$ cat src/rtl/if_stage.sv
`default_nettype none
// ============================================================================
// Module   : if_stage
// Purpose  : Instruction-fetch stage; holds the PC and selects the next PC
//            from sequential, branch, jump or register-jump sources.
// Revision : 1.0 - initial release
// ============================================================================
module if_stage #(
    parameter logic [31:0] RESET_PC = 32'h0000_0000
) (
    input  logic        clk,
    input  logic        reset,
    input  logic [31:0] beq,
    input  logic [31:0] jr,
    input  logic [3:0]  pc_4_id,
    input  logic [27:0] offset28,
    input  logic        pc_write,
    input  logic [1:0]  pc_src,
    output logic [31:0] pc_out,
    output logic [31:0] pc_4_out
);

    localparam logic [1:0] c_SRC_SEQ    = 2'b00;
    localparam logic [1:0] c_SRC_BRANCH = 2'b01;
    localparam logic [1:0] c_SRC_JUMP   = 2'b10;
    localparam logic [1:0] c_SRC_JR     = 2'b11;

    logic [31:0] r_pc;
    logic [31:0] w_pc_4;
    logic [31:0] w_next_pc;

    // Modulo-2^32 increment; wraps silently at the top of the address space.
    assign w_pc_4 = r_pc + 32'd4;

    always_comb begin
        w_next_pc = w_pc_4;
        case (pc_src)
            c_SRC_SEQ:    w_next_pc = w_pc_4;
            c_SRC_BRANCH: w_next_pc = beq;
            c_SRC_JUMP:   w_next_pc = {pc_4_id, offset28};
            c_SRC_JR:     w_next_pc = jr;
            default:      w_next_pc = w_pc_4;
        endcase
    end

    // Reset outranks the stall, so a pending redirect is dropped on reset.
    always_ff @(posedge clk) begin
        if (!reset) begin
            r_pc <= RESET_PC;
        end else if (pc_write) begin
            r_pc <= w_next_pc;
        end
    end

    assign pc_out   = r_pc;
    assign pc_4_out = w_pc_4;

endmodule
`default_nettype wire

$ cat config.mk
export PLATFORM = sky130hd
export DESIGN_NAME = if_stage
export DESIGN_NICKNAME = d
export VERILOG_FILES = /design/src/rtl/if_stage.sv
export SDC_FILE = /design/constraint.sdc
export NUM_CORES = 1
export LEC_CHECK = 0
export CORE_ASPECT_RATIO = 0.8
export CORE_MARGIN = 5
export CORE_UTILIZATION = 38
export CTS_BUF_LIST = sky130_fd_sc_hd__clkbuf_4 sky130_fd_sc_hd__clkbuf_8 sky130_fd_sc_hd__clkbuf_16
export CTS_CLUSTER_DIAMETER = 50
export DETAILED_ROUTE_END_ITERATION = 7
export GPL_TIMING_DRIVEN = 1
export MAX_ROUTING_LAYER = met4
export PLACE_DENSITY_LB_ADDON = 0.25
export SLEW_MARGIN = 30
export SYNTH_ARGS = -nofsm -noshare
export SYNTH_HDL_FRONTEND = slang
export SYNTH_SLANG_ARGS = --single-unit
$ cat constraint.sdc
create_clock -name clk -period 3.45 [get_ports clk]
set_input_delay 0.69 -clock clk [delete_from_list [all_inputs] [get_ports clk]]
set_output_delay 0.69 -clock clk [all_outputs]
set_load 0.01 [all_outputs]
==> results of run 1 <==
[kinds of logic (layout without fill, tap and decap cells)]
family / count (synthesis) / in the layout / share of synthesized area, %
XOR/XNOR: 28 / 28 / 8.83
adder cells (fa/ha/maj): 1 / 1 / 0.451
flip-flops: 32 / 32 / 23.1
multiplexers: 38 / 38 / 17.1
buffers and inverters: 39 / 204 / 5.63
AND/OR/NAND/NOR: 114 / 114 / 20.6
AO/OA/AOI/OAI: 96 / 96 / 24.2
[layout make-up]
type / count / area, µm²
sequential: 32 / 642
timing repair buffer: 187 / 1820
clock inverter: 1 / 30.0
fill: 580 / 2240
multi-input combinational: 277 / 2020
tap: 87 / 109
clock buffer: 7 / 96.3
inverter: 9 / 33.8
[worst paths after layout]
check / endpoint / slack [ns] / cells past startpoint
max reg2reg: pc_out[26] / 1.08 / 6
min reg2reg: pc_out[14] / 0.56 / 2
min: pc_out[14] / 0.56 / 2
max: pc_4_out[24] / 0.11 / 6
[power by group through the flow]
| stage | logic [mW] | registers (mW) | clock network, mW |
|---|---|---|---|
| finish | 0.471 | 0.434 | 0.405 |
| CTS | 0.473 | 0.432 | 0.406 |
| global route | 0.504 | 0.438 | 0.418 |
| floorplan | 0.184 | 0.448 | 0 |
| detailed placement | 0.470 | 0.440 | 0 |
| global placement | 0.462 | 0.438 | 0 |
[cells in the final DEF, fill, tap and decap left out, drive strengths merged, types with 6 or more instances in the layout]
master / n
a22o: 9
a221oi: 7
a31oi: 6
clkdlybuf4s50: 160
nor2: 24
o21ai: 23
nand4: 7
xnor2: 19
nand2: 34
inv: 9
o2bb2ai: 6
nand3: 12
a21oi: 14
dfxtp: 32
nor3: 11
clkbuf: 7
mux2i: 7
buf: 24
mux2: 26
xor2: 9
a22oi: 10
[metrics by stage]
| step | std cells | area [µm²] | utilization, % | hold slack, ns | setup WS, ns |
|---|---|---|---|---|---|
| global route | 600 | 4750 | 67.9 | 0.604 | -0.0130 |
| finish | 600 | 4750 | 67.9 | 0.565 | 0.110 |
| CTS | 600 | 4720 | 67.5 | 0.556 | 0.0335 |
| global placement | 592 | 4570 | 65.4 | 0.530 | 0.291 |
| floorplan | 348 | 2780 | - | 0.536 | 0.572 |
| detailed placement | 592 | 4580 | 65.5 | 0.546 | 0.233 |
[tightest hold or removal path: cells and delay by family, from the launching register on]
family	cells	cell delay, ns
flops	1	0.38
simple gates	1	0.08
compound gates	1	0.06
[per-layer routing]
metal | GRT usage, % | part of all wire [%] | up-vias
met5 | - | 0 | -
met4 | 7.41 | 2.0 | 0
met3 | 5.21 | 7.6 | 20
met2 | 43.3 | 49 | 185
met1 | 31.4 | 41 | 1659
li1 | - | - | 1642
==> summary.md, run 1 <==
| Metric | Value |
|---|---|
| Status | `finished clean` |
| CP required | `2.76 ns` |
| Post-DP HPWL | `8.72 mm` |
| Mapped Area | `2780 µm²` |
| Comb power frac | `35.9%` |
| Vias | `3506` |
| Slowest stage cell, crit path | `clkdlybuf4s50_1` |
| Max incr delay on CP | `0.58 ns` |
| Max reg flops | `32` |
| Synth area leader | `dfxtp_1` |
| Initial antenna violation count | `0` |
| Worst Setup SP | `pc_out[12]` |
| Gates resized, CTS repair | `3` |
| H-tree level count | `2` |
| Antenna viol nets, final | `0` |
| Area growth syn-to-layout | `71.1%` |
| FF+latch count, synth | `32` |
| TritonCTS clock tree | `yes` |
| GRT overflow | `0` |
| Slew @ Worst Pin | `0.697 ns` |
| Final nets | `614` |
| Largest cells by area after synthesis | `dfxtp_1 (23%), mux2_2 (11%), xnor2_1 (6.0%)` |
| Int Power | `0.937 mW` |
| Clock Path Buffers | `2` |
| CP max FO | `6` |
| Critical Path Start Type | `register` |
| Synth top cells by count | `nand2_1 (34), dfxtp_1 (32), clkbuf_1 (26), mux2_2 (26), nor2_1 (24)` |
| Async SR Flop Fraction | `0%` |
| Final WL | `11.8 mm` |
| VDD IR-drop max | `156 µV` |
| YS warnings | `0` |
| Initial DRT Pass Iterations | `6` |
| Total negative setup slack | `0 ns` |
| ANT cells | `0` |
| Port Buffers | `164` |
| Most frequent cell after synthesis | `nand2_1` |
| Sw frac | `28.5%` |
| Reg power frac | `33.1%` |
| Max-slew headroom | `53.4%` |
| Min Tclk post-route | `3.34 ns` |
| CTS clock-pin slew for the worst setup and hold paths | `0.07 ns` |
| # IOs | `165` |
| WP data arrival | `2.65 ns` |
| First DRT Iteration DRCs | `259` |
| Syn Nets | `450` |
| Remaining DRCs | `0` |
| P_sw | `0.373 mW` |
| Die Ht | `86.5 µm` |
| Vias/cell | `5.84` |
| Max-cap violations | `0` |
| Worst r2r src | `pc_out[2]` |
| First-pass GRT wire length | `18.5 mm` |
| Crit path kind | `register to output pin` |
| Setup Fix Bufs, Post-CTS | `0` |
| Sink Count | `32` |
| Largest net degree at the start of global routing | `36` |
| Endpoints failing setup | `0` |
| Hold WC Path Type | `register to register` |
| Initial Util | `39.7%` |
| Final Max Slew Viols | `0` |
| Hold Buf Count CTS | `0` |
| Final total power | `1.31 mW` |
| Average size of a mapped cell | `7.98 µm²` |
| Fin Clk Skew | `0.00925 ns` |
| Number of global-route vias before repair | `3670` |
| Final Hold Viols | `0` |
| TritonCTS Buffers | `5` |
| Gr usage total | `25.7%` |
| Die width | `106 µm` |
| Crit path buf inv count | `2` |
| Yosys cell types | `46` |
| Critical path capture point type | `output pin` |
| Top cell type's share of synthesized area | `23.1%` |
| Root Driver | `clkbuf_8` |
| Top cell family by delay on the critical path | `simple AND/OR/NAND/NOR gates` |
| DIE AREA | `9130 µm²` |
| Highest clock rate | `299 MHz` |
| Routability cong. | `0.932` |
| Crit-path cells | `nand2_1 -> or4_4 -> buf_4 -> nor3_1 -> xor2_1 -> clkdlybuf4s50_1` |
| Rows | `27` |
| Pwr dens | `276 nW/µm²` |
| Primary FF master, synth | `dfxtp_1` |
| Hold_sp | `pc_out[14]` |
| Synth Instances | `348` |
| Wire per inst | `19.6 µm` |
| Clk pwr share | `30.9%` |
| Worst-skew pair later-pin latency | `0.29 ns` |
| Core region area | `6990 µm²` |
| LEAKAGE | `1.80 nW` |
| Register area share after synthesis | `23.1%` |
| Final Cycle Share | `96.8%` |
| EDFF count, synth | `0` |
| Layout cell share with drive strength beyond 1 | `14.8%` |
Note: power is estimated with default switching activity, not from simulation.
==> run 2: changes to the inputs <==
--- a/config.mk
+++ b/config.mk
@@ -5,6 +5,7 @@
 export SDC_FILE = /design/constraint.sdc
 export NUM_CORES = 1
 export LEC_CHECK = 0
+export ABC_CLOCK_PERIOD_IN_PS = 3450
 export CORE_ASPECT_RATIO = 0.8
 export CORE_MARGIN = 5
 export CORE_UTILIZATION = 38
@@ -14,7 +15,7 @@
 export GPL_TIMING_DRIVEN = 1
 export MAX_ROUTING_LAYER = met4
 export PLACE_DENSITY_LB_ADDON = 0.25
-export SLEW_MARGIN = 30
+export SLEW_MARGIN = 15
 export SYNTH_ARGS = -nofsm -noshare
 export SYNTH_HDL_FRONTEND = slang
 export SYNTH_SLANG_ARGS = --single-unit
==> run 2 against run 1 <==
Hold slack lost 0.0035 ns; sequential share of layout area is essentially flat; critical path depth shrank 1; die area is the same; critical path type unchanged; highest routed layer unchanged.
==> summary.md, run 2 (same netlist as run 1, synthesis figures left out) <==
| Metric | Value |
|---|---|
| Most frequent CP cell | `or4_4` |
| H-tree level count | `2 (unchanged)` |
| Endpoints failing setup | `0 (unchanged)` |
| Max-slew headroom | `53.4% (about the same)` |
| Number of global-route vias before repair | `3675 (was 3670)` |
| Crit-path cells | `nand2_1 -> or4_4 -> or4_4 -> xnor2_1 -> clkdlybuf4s50_1 (was nand2_1 -> or4_4 -> buf_4 -> nor3_1 -> xor2_1 -> clkdlybuf4s50_1)` |
| Area occupied by multi-input gates | `2030 µm² (was 2020 µm²)` |
| Vias/cell | `5.87 (was 5.84)` |
| Register area | `643 µm² (was 642 µm²)` |
| Sw frac | `28.4% (was 28.5%)` |
| TritonCTS clock tree | `yes (unchanged)` |
| Crit path buf inv count | `1 (was 2)` |
| Final nets | `614 (unchanged)` |
| Die width | `106 µm (unchanged)` |
| Clk pwr share | `30.9% (about the same)` |
| Int Power | `0.937 mW (about the same)` |
| Initial DRT Pass Iterations | `6 (unchanged)` |
| Slew @ Worst Pin | `0.697 ns (about the same)` |
| Area growth syn-to-layout | `71.3% (was 71.1%)` |
| P_sw | `0.373 mW (about the same)` |
| ANT cells | `0 (unchanged)` |
| Vias | `3520 (was 3506)` |
| Initial Util | `39.7% (unchanged)` |
| Clock Path Buffers | `2 (unchanged)` |
| Max-cap violations | `0 (unchanged)` |
| TritonCTS Buffers | `5 (unchanged)` |
| Min Tclk post-route | `3.39 ns (was 3.34 ns)` |
| Root Driver | `clkbuf_8 (unchanged)` |
| First-pass GRT wire length | `18.6 mm (was 18.5 mm)` |
| Max incr delay on CP | `0.58 ns (about the same)` |
| Max reg flops | `32 (unchanged)` |
| Critical Path Start Type | `register (unchanged)` |
| Post-route cell area | `4760 µm² (was 4750 µm²)` |
| Sink Count | `32 (unchanged)` |
| Initial antenna violation count | `0 (unchanged)` |
| Port Buffers | `164 (unchanged)` |
| Gr usage total | `25.8% (was 25.7%)` |
| GRT overflow | `0 (unchanged)` |
| Top cell family by delay on the critical path | `simple AND/OR/NAND/NOR gates (unchanged)` |
| Leading cell type in the layout, fill and taps excluded | `clkdlybuf4s50_1 (unchanged)` |
| Placement Cell Area | `4570 µm² (was 4580 µm²)` |
| CP max FO | `6 (unchanged)` |
| Critical path capture point type | `output pin (unchanged)` |
| DIE AREA | `9130 µm² (unchanged)` |
| Routability cong. | `0.932 (unchanged)` |
| First DRT Iteration DRCs | `240 (was 259)` |
| Die Ht | `86.5 µm (unchanged)` |
| Comb power frac | `36.0% (was 35.9%)` |
| CP required | `2.76 ns (about the same)` |
| Commonest cells after routing, fill and taps aside | `clkdlybuf4s50_1 (161), nand2_1 (34), dfxtp_1 (30) (was clkdlybuf4s50_1 (160), nand2_1 (34), dfxtp_1 (31))` |
| Hold WC Path Type | `register to register (unchanged)` |
| Crit path kind | `register to output pin (unchanged)` |
| LEAKAGE | `1.78 nW (was 1.80 nW)` |
| Final Hold Viols | `0 (unchanged)` |
| CTS clock-pin slew for the worst setup and hold paths | `0.07 ns (about the same)` |
| Core region area | `6990 µm² (unchanged)` |
| WP data arrival | `2.70 ns (was 2.65 ns)` |
| Rows | `27 (unchanged)` |
| Filler cells | `584 (was 580)` |
| Largest net degree at the start of global routing | `36 (unchanged)` |
| Slowest stage cell, crit path | `or4_4 (was clkdlybuf4s50_1)` |
| Total negative setup slack | `0 ns (unchanged)` |
| VDD IR-drop max | `158 µV (was 156 µV)` |
| Fin Clk Skew | `0.00991 ns (was 0.00925 ns)` |
| Final Max Slew Viols | `0 (unchanged)` |
| # IOs | `165 (unchanged)` |
| Reg power frac | `33.1% (about the same)` |
| Antenna viol nets, final | `0 (unchanged)` |
| Wire per inst | `19.5 µm (was 19.6 µm)` |
| Remaining DRCs | `0 (unchanged)` |
| Highest clock rate | `295 MHz (was 299 MHz)` |
| Status | `finished clean (unchanged)` |
| Final WL | `11.7 mm (was 11.8 mm)` |
| RSZ-0062 raised after global routing | `no` |
| Layout cell share with drive strength beyond 1 | `15.2% (was 14.8%)` |
| Worst-skew pair later-pin latency | `0.29 ns (about the same)` |
| Final Cycle Share | `98.3% (was 96.8%)` |
| Post-DP HPWL | `8.72 mm (about the same)` |
| Pwr dens | `275 nW/µm² (was 276 nW/µm²)` |
[run 2: worst paths after layout]
| check | from | to | slack (ns) | cells past startpoint |
|---|---|---|---|---|
| hold / removal | pc_out[14] | pc_out[14] | 0.56 | 2 |
| setup reg to reg | pc_out[12] | pc_out[26] | 1.05 | 5 |
| setup / recovery | pc_out[12] | pc_4_out[25] | 0.06 | 5 |
| hold reg to reg | pc_out[14] | pc_out[14] | 0.56 | 2 |
[run 2: layer usage]
metal	GRT usage, %	vias up	share of wire (%)	wire [µm]
li1	-	1645	-	-
met1	31.4	1664	40	4720
met2	44.1	191	49	5740
met3	4.99	20	8.6	1010
met4	6.71	0	2.1	244
met5	-	-	0	0
[run 2: timing repair]
action,4_1_cts,5_1_grt
hold buffers,0,0
resized for setup,3,10
buffers inserted,0,0
setup endpoints to repair,4,7
[run 2: per-stage QoR]
step | util (%) | std cells | hold slack, ns | total power, mW | setup slack, ns
2_1_floorplan | - | 348 | 0.536 | 0.631 | 0.572
3_3_place_gp | 65.4 | 592 | 0.530 | 0.900 | 0.291
3_5_place_dp | 65.4 | 592 | 0.548 | 0.910 | 0.231
4_1_cts | 67.4 | 600 | 0.559 | 1.31 | 0.00717
5_1_grt | 68.0 | 600 | 0.598 | 1.36 | 0.00484
6_report | 68.0 | 600 | 0.561 | 1.31 | 0.0594
[run 2: worst min-delay path: stages, from the launching register on]
cell     delay, ns
dfxtp_1       0.38
nand2_1       0.08
o22ai_1       0.06
[run 2: power groups by stage]
stage          combinational (mW)  clock (mW)  sequential (mW)
6_report                    0.472       0.404            0.434
5_1_grt                     0.505       0.416            0.438
4_1_cts                     0.473       0.407            0.432
3_5_place_dp                0.470           0            0.440
3_3_place_gp                0.462           0            0.438
2_1_floorplan               0.184           0            0.448
[run 2: final cells by class]
class / count / area share [%]
Inverter: 9 / 0.710
Multi-Input combinational cell: 277 / 42.7
Tap cell: 87 / 2.29
Sequential cell: 32 / 13.5
Clock buffer: 7 / 2.03
Timing Repair Buffer: 187 / 38.1
Clock inverter: 1 / 0.631
==> patch: new RTL, flow settings as in run 2 <==
Reset style: asynchronous (`reset`), changed in one clocked block.
--- a/src/rtl/if_stage.sv
+++ b/src/rtl/if_stage.sv
@@ -45,5 +45,5 @@
 
     // Reset outranks the stall, so a pending redirect is dropped on reset.
-    always_ff @(posedge clk) begin
+    always_ff @(posedge clk or negedge reset) begin
         if (!reset) begin
             r_pc <= RESET_PC;
Behaviour: differs if reset is asserted again (counterexample within 4 cycles, from zero or initial values and one cycle with reset low); with reset held inactive, the same outputs for 10 cycles.
==> patch against run 2 <==
Fmax up 0.18%. Routed wire length up 2.8%. Via count down 1.4%. Total power up 24%. Sequential cell count unchanged. Cell area up 1.7%. Area after synthesis up 5.8%. Sequential share of layout area up 3.3 points. Clock skew down 4.1 ps. Setup slack better by 6.0 ps.
==> patch: results (changes against run 2) <==
Synthesis
  • Synth cell count leaders: 32 x dfrtp_1, 30 x nand2_1, 27 x mux2_2, 22 x clkbuf_1, 21 x nor2_1
  • Syn avg cell area: 8.561 um2 (+7.3%)
  • Synth Warn #: 0 (unchanged)
  • Seq/Total Area, Yosys: 27.27% (+4.2 points)
  • Async SR Flop Fraction: 100.0% (+100 points)
  • Top post-synthesis cells by area: dfrtp_1 27%, mux2_2 10%, xnor2_1 5.7%
  • Primary FF master, synth: dfrtp_1
  • Synth cell types: 54 (+17%)
  • Mapped Nets: 445 (-1.1%)

Detailed routing
  • Pre-antenna DRT Iters: 5 (-1)
  • Drt total wl: 12030 um (+2.8%)
  • 1st-iter DRT viols: 196 (-18%)
  • Routed via count: 3469 (-1.4%)

Global route
  • Number of global-route vias before repair: 3435 (-6.5%)
  • Largest net degree at the start of global routing: 44 (+22%)
  • First-pass GRT wire length: 18210 um (-1.9%)
  • Grt total ovfl: 0 (unchanged)
  • Global Route Usage Sum: 25.63% (-0.14 points)
  • Initial antenna violation count: 0 (unchanged)

Setup path
  • Slowest-stage cell, CP: clkdlybuf4s50_1
  • CP top delay family: simple AND/OR/NAND/NOR gates
  • Crit-path max cell delay: about 570 ps
  • Reg2reg path depth: 6 (+1)
  • Worst EP arrival: 2690 ps (about the same)
  • Critical path fanouts, max: 8 (+2)

Status
  • Status: complete, no violations

Cells and area
  • Max FFs per register: 32 (unchanged)
  • # nets final: 603 (-1.8%)
  • Fillers: 621 (+6.3%)
  • Share of layout cells above drive strength 1: 16.17% (+0.96 points)
  • Layout Cells excl Fill: 606 (+1.0%)
  • Diode count: 0 (unchanged)

STA
  • Pins Over Slew Limit: 0 (unchanged)
  • Measured slew at the worst slew-check pin: 666.5 ps (-30.73 ps)
  • Clk_skew: 5.767 ps (-4.147 ps)

Clock tree
  • Skew-Pair Late Insertion Delay: 290 ps (about the same)
  • CTS H-tree depth: 2 (unchanged)
  • CTS max path bufs: 2 (unchanged)
  • Clock edge transition at the registers on the reported setup and hold paths: 70 ps (about the same)
  • CTS root buf: clkbuf_8
  • CTS buffer count: 5 (unchanged)

Placed design
  • Placed Cells: 598 (+1.0%)
  • Post-DP Area: 4700 um2 (+2.7%)
  • Post-Place Setup Slack: 211.2 ps (-20.03 ps)
  • Hpwl dp: 9395 um (+7.8%)
  • Placer Congestion: 0.9776 (+4.9%)
  • PortBufs: 164 (unchanged)

Min path
  • Hold-critical path depth: 1 (-1)
  • Hold crit path type: reg -> reg

Power
  • Maximum vdd ir drop: 0.1496 mV (-5.2%)
  • Lkg Pwr: 0.001855 uW (+3.9%)
[patch: layout make-up]
cell class	instances	area, um2	share of cell area [%]
well taps	105	131.4	2.715
flip-flops and latches	32	814.5	16.83
repair buffers	181	1767	36.51
multi-input cells	271	1992	41.17
inverters	10	37.54	0.7758
clock buffers	7	96.34	1.991
[patch: power breakdown]
part | internal, uW | total [uW] | switching, uW
clock | 178 | 326 | 149
sequential | 435 | 537 | 102
combinational | 448 | 764 | 316
[patch: worst paths after layout]
check	from	endpoint	slack, ps
setup / recovery	pc_out[2]	pc_4_out[21]	70
max in group asynchronous	reset	pc_out[9]	2280
hold / removal	pc_out[16]	pc_out[16]	600
hold reg to reg	pc_out[16]	pc_out[16]	600
min in group asynchronous	reset	pc_out[0]	820
setup reg to reg	pc_out[2]	pc_out[18]	1300
[patch: cell families (layout without fill, tap and decap cells)]
| kind of cell | Yosys count | after routing | share of synthesized area, % |
|---|---|---|---|
| mux | 32 | 32 | 12.91 |
| buf+inv | 40 | 198 | 5.795 |
| compound gates | 97 | 97 | 24.97 |
| xor+xnor | 28 | 28 | 8.351 |
| flops | 32 | 32 | 27.27 |
| simple gates | 113 | 113 | 20.28 |
| fa+ha+maj | 1 | 1 | 0.4260 |
[patch: timing repair]
| item | 4_1_cts | 5_1_grt |
|---|---|---|
| pin swaps | 0 | 1 |
| buffers inserted | 0 | 1 |
| resized for setup | 4 | 11 |
| hold buffers | 0 | 0 |
| setup endpoints to repair | 2 | 5 |
[patch: metal layers]
layer | wire, um | vias up | share of wire [%] | track usage, %
li1 | - | 1612 | - | -
met1 | 5166 | 1674 | 43 | 33.78
met2 | 5807 | 164 | 48 | 40.97
met3 | 871 | 19 | 7.2 | 5.252
met4 | 186 | 0 | 1.5 | 5.619
met5 | 0 | - | 0 | -
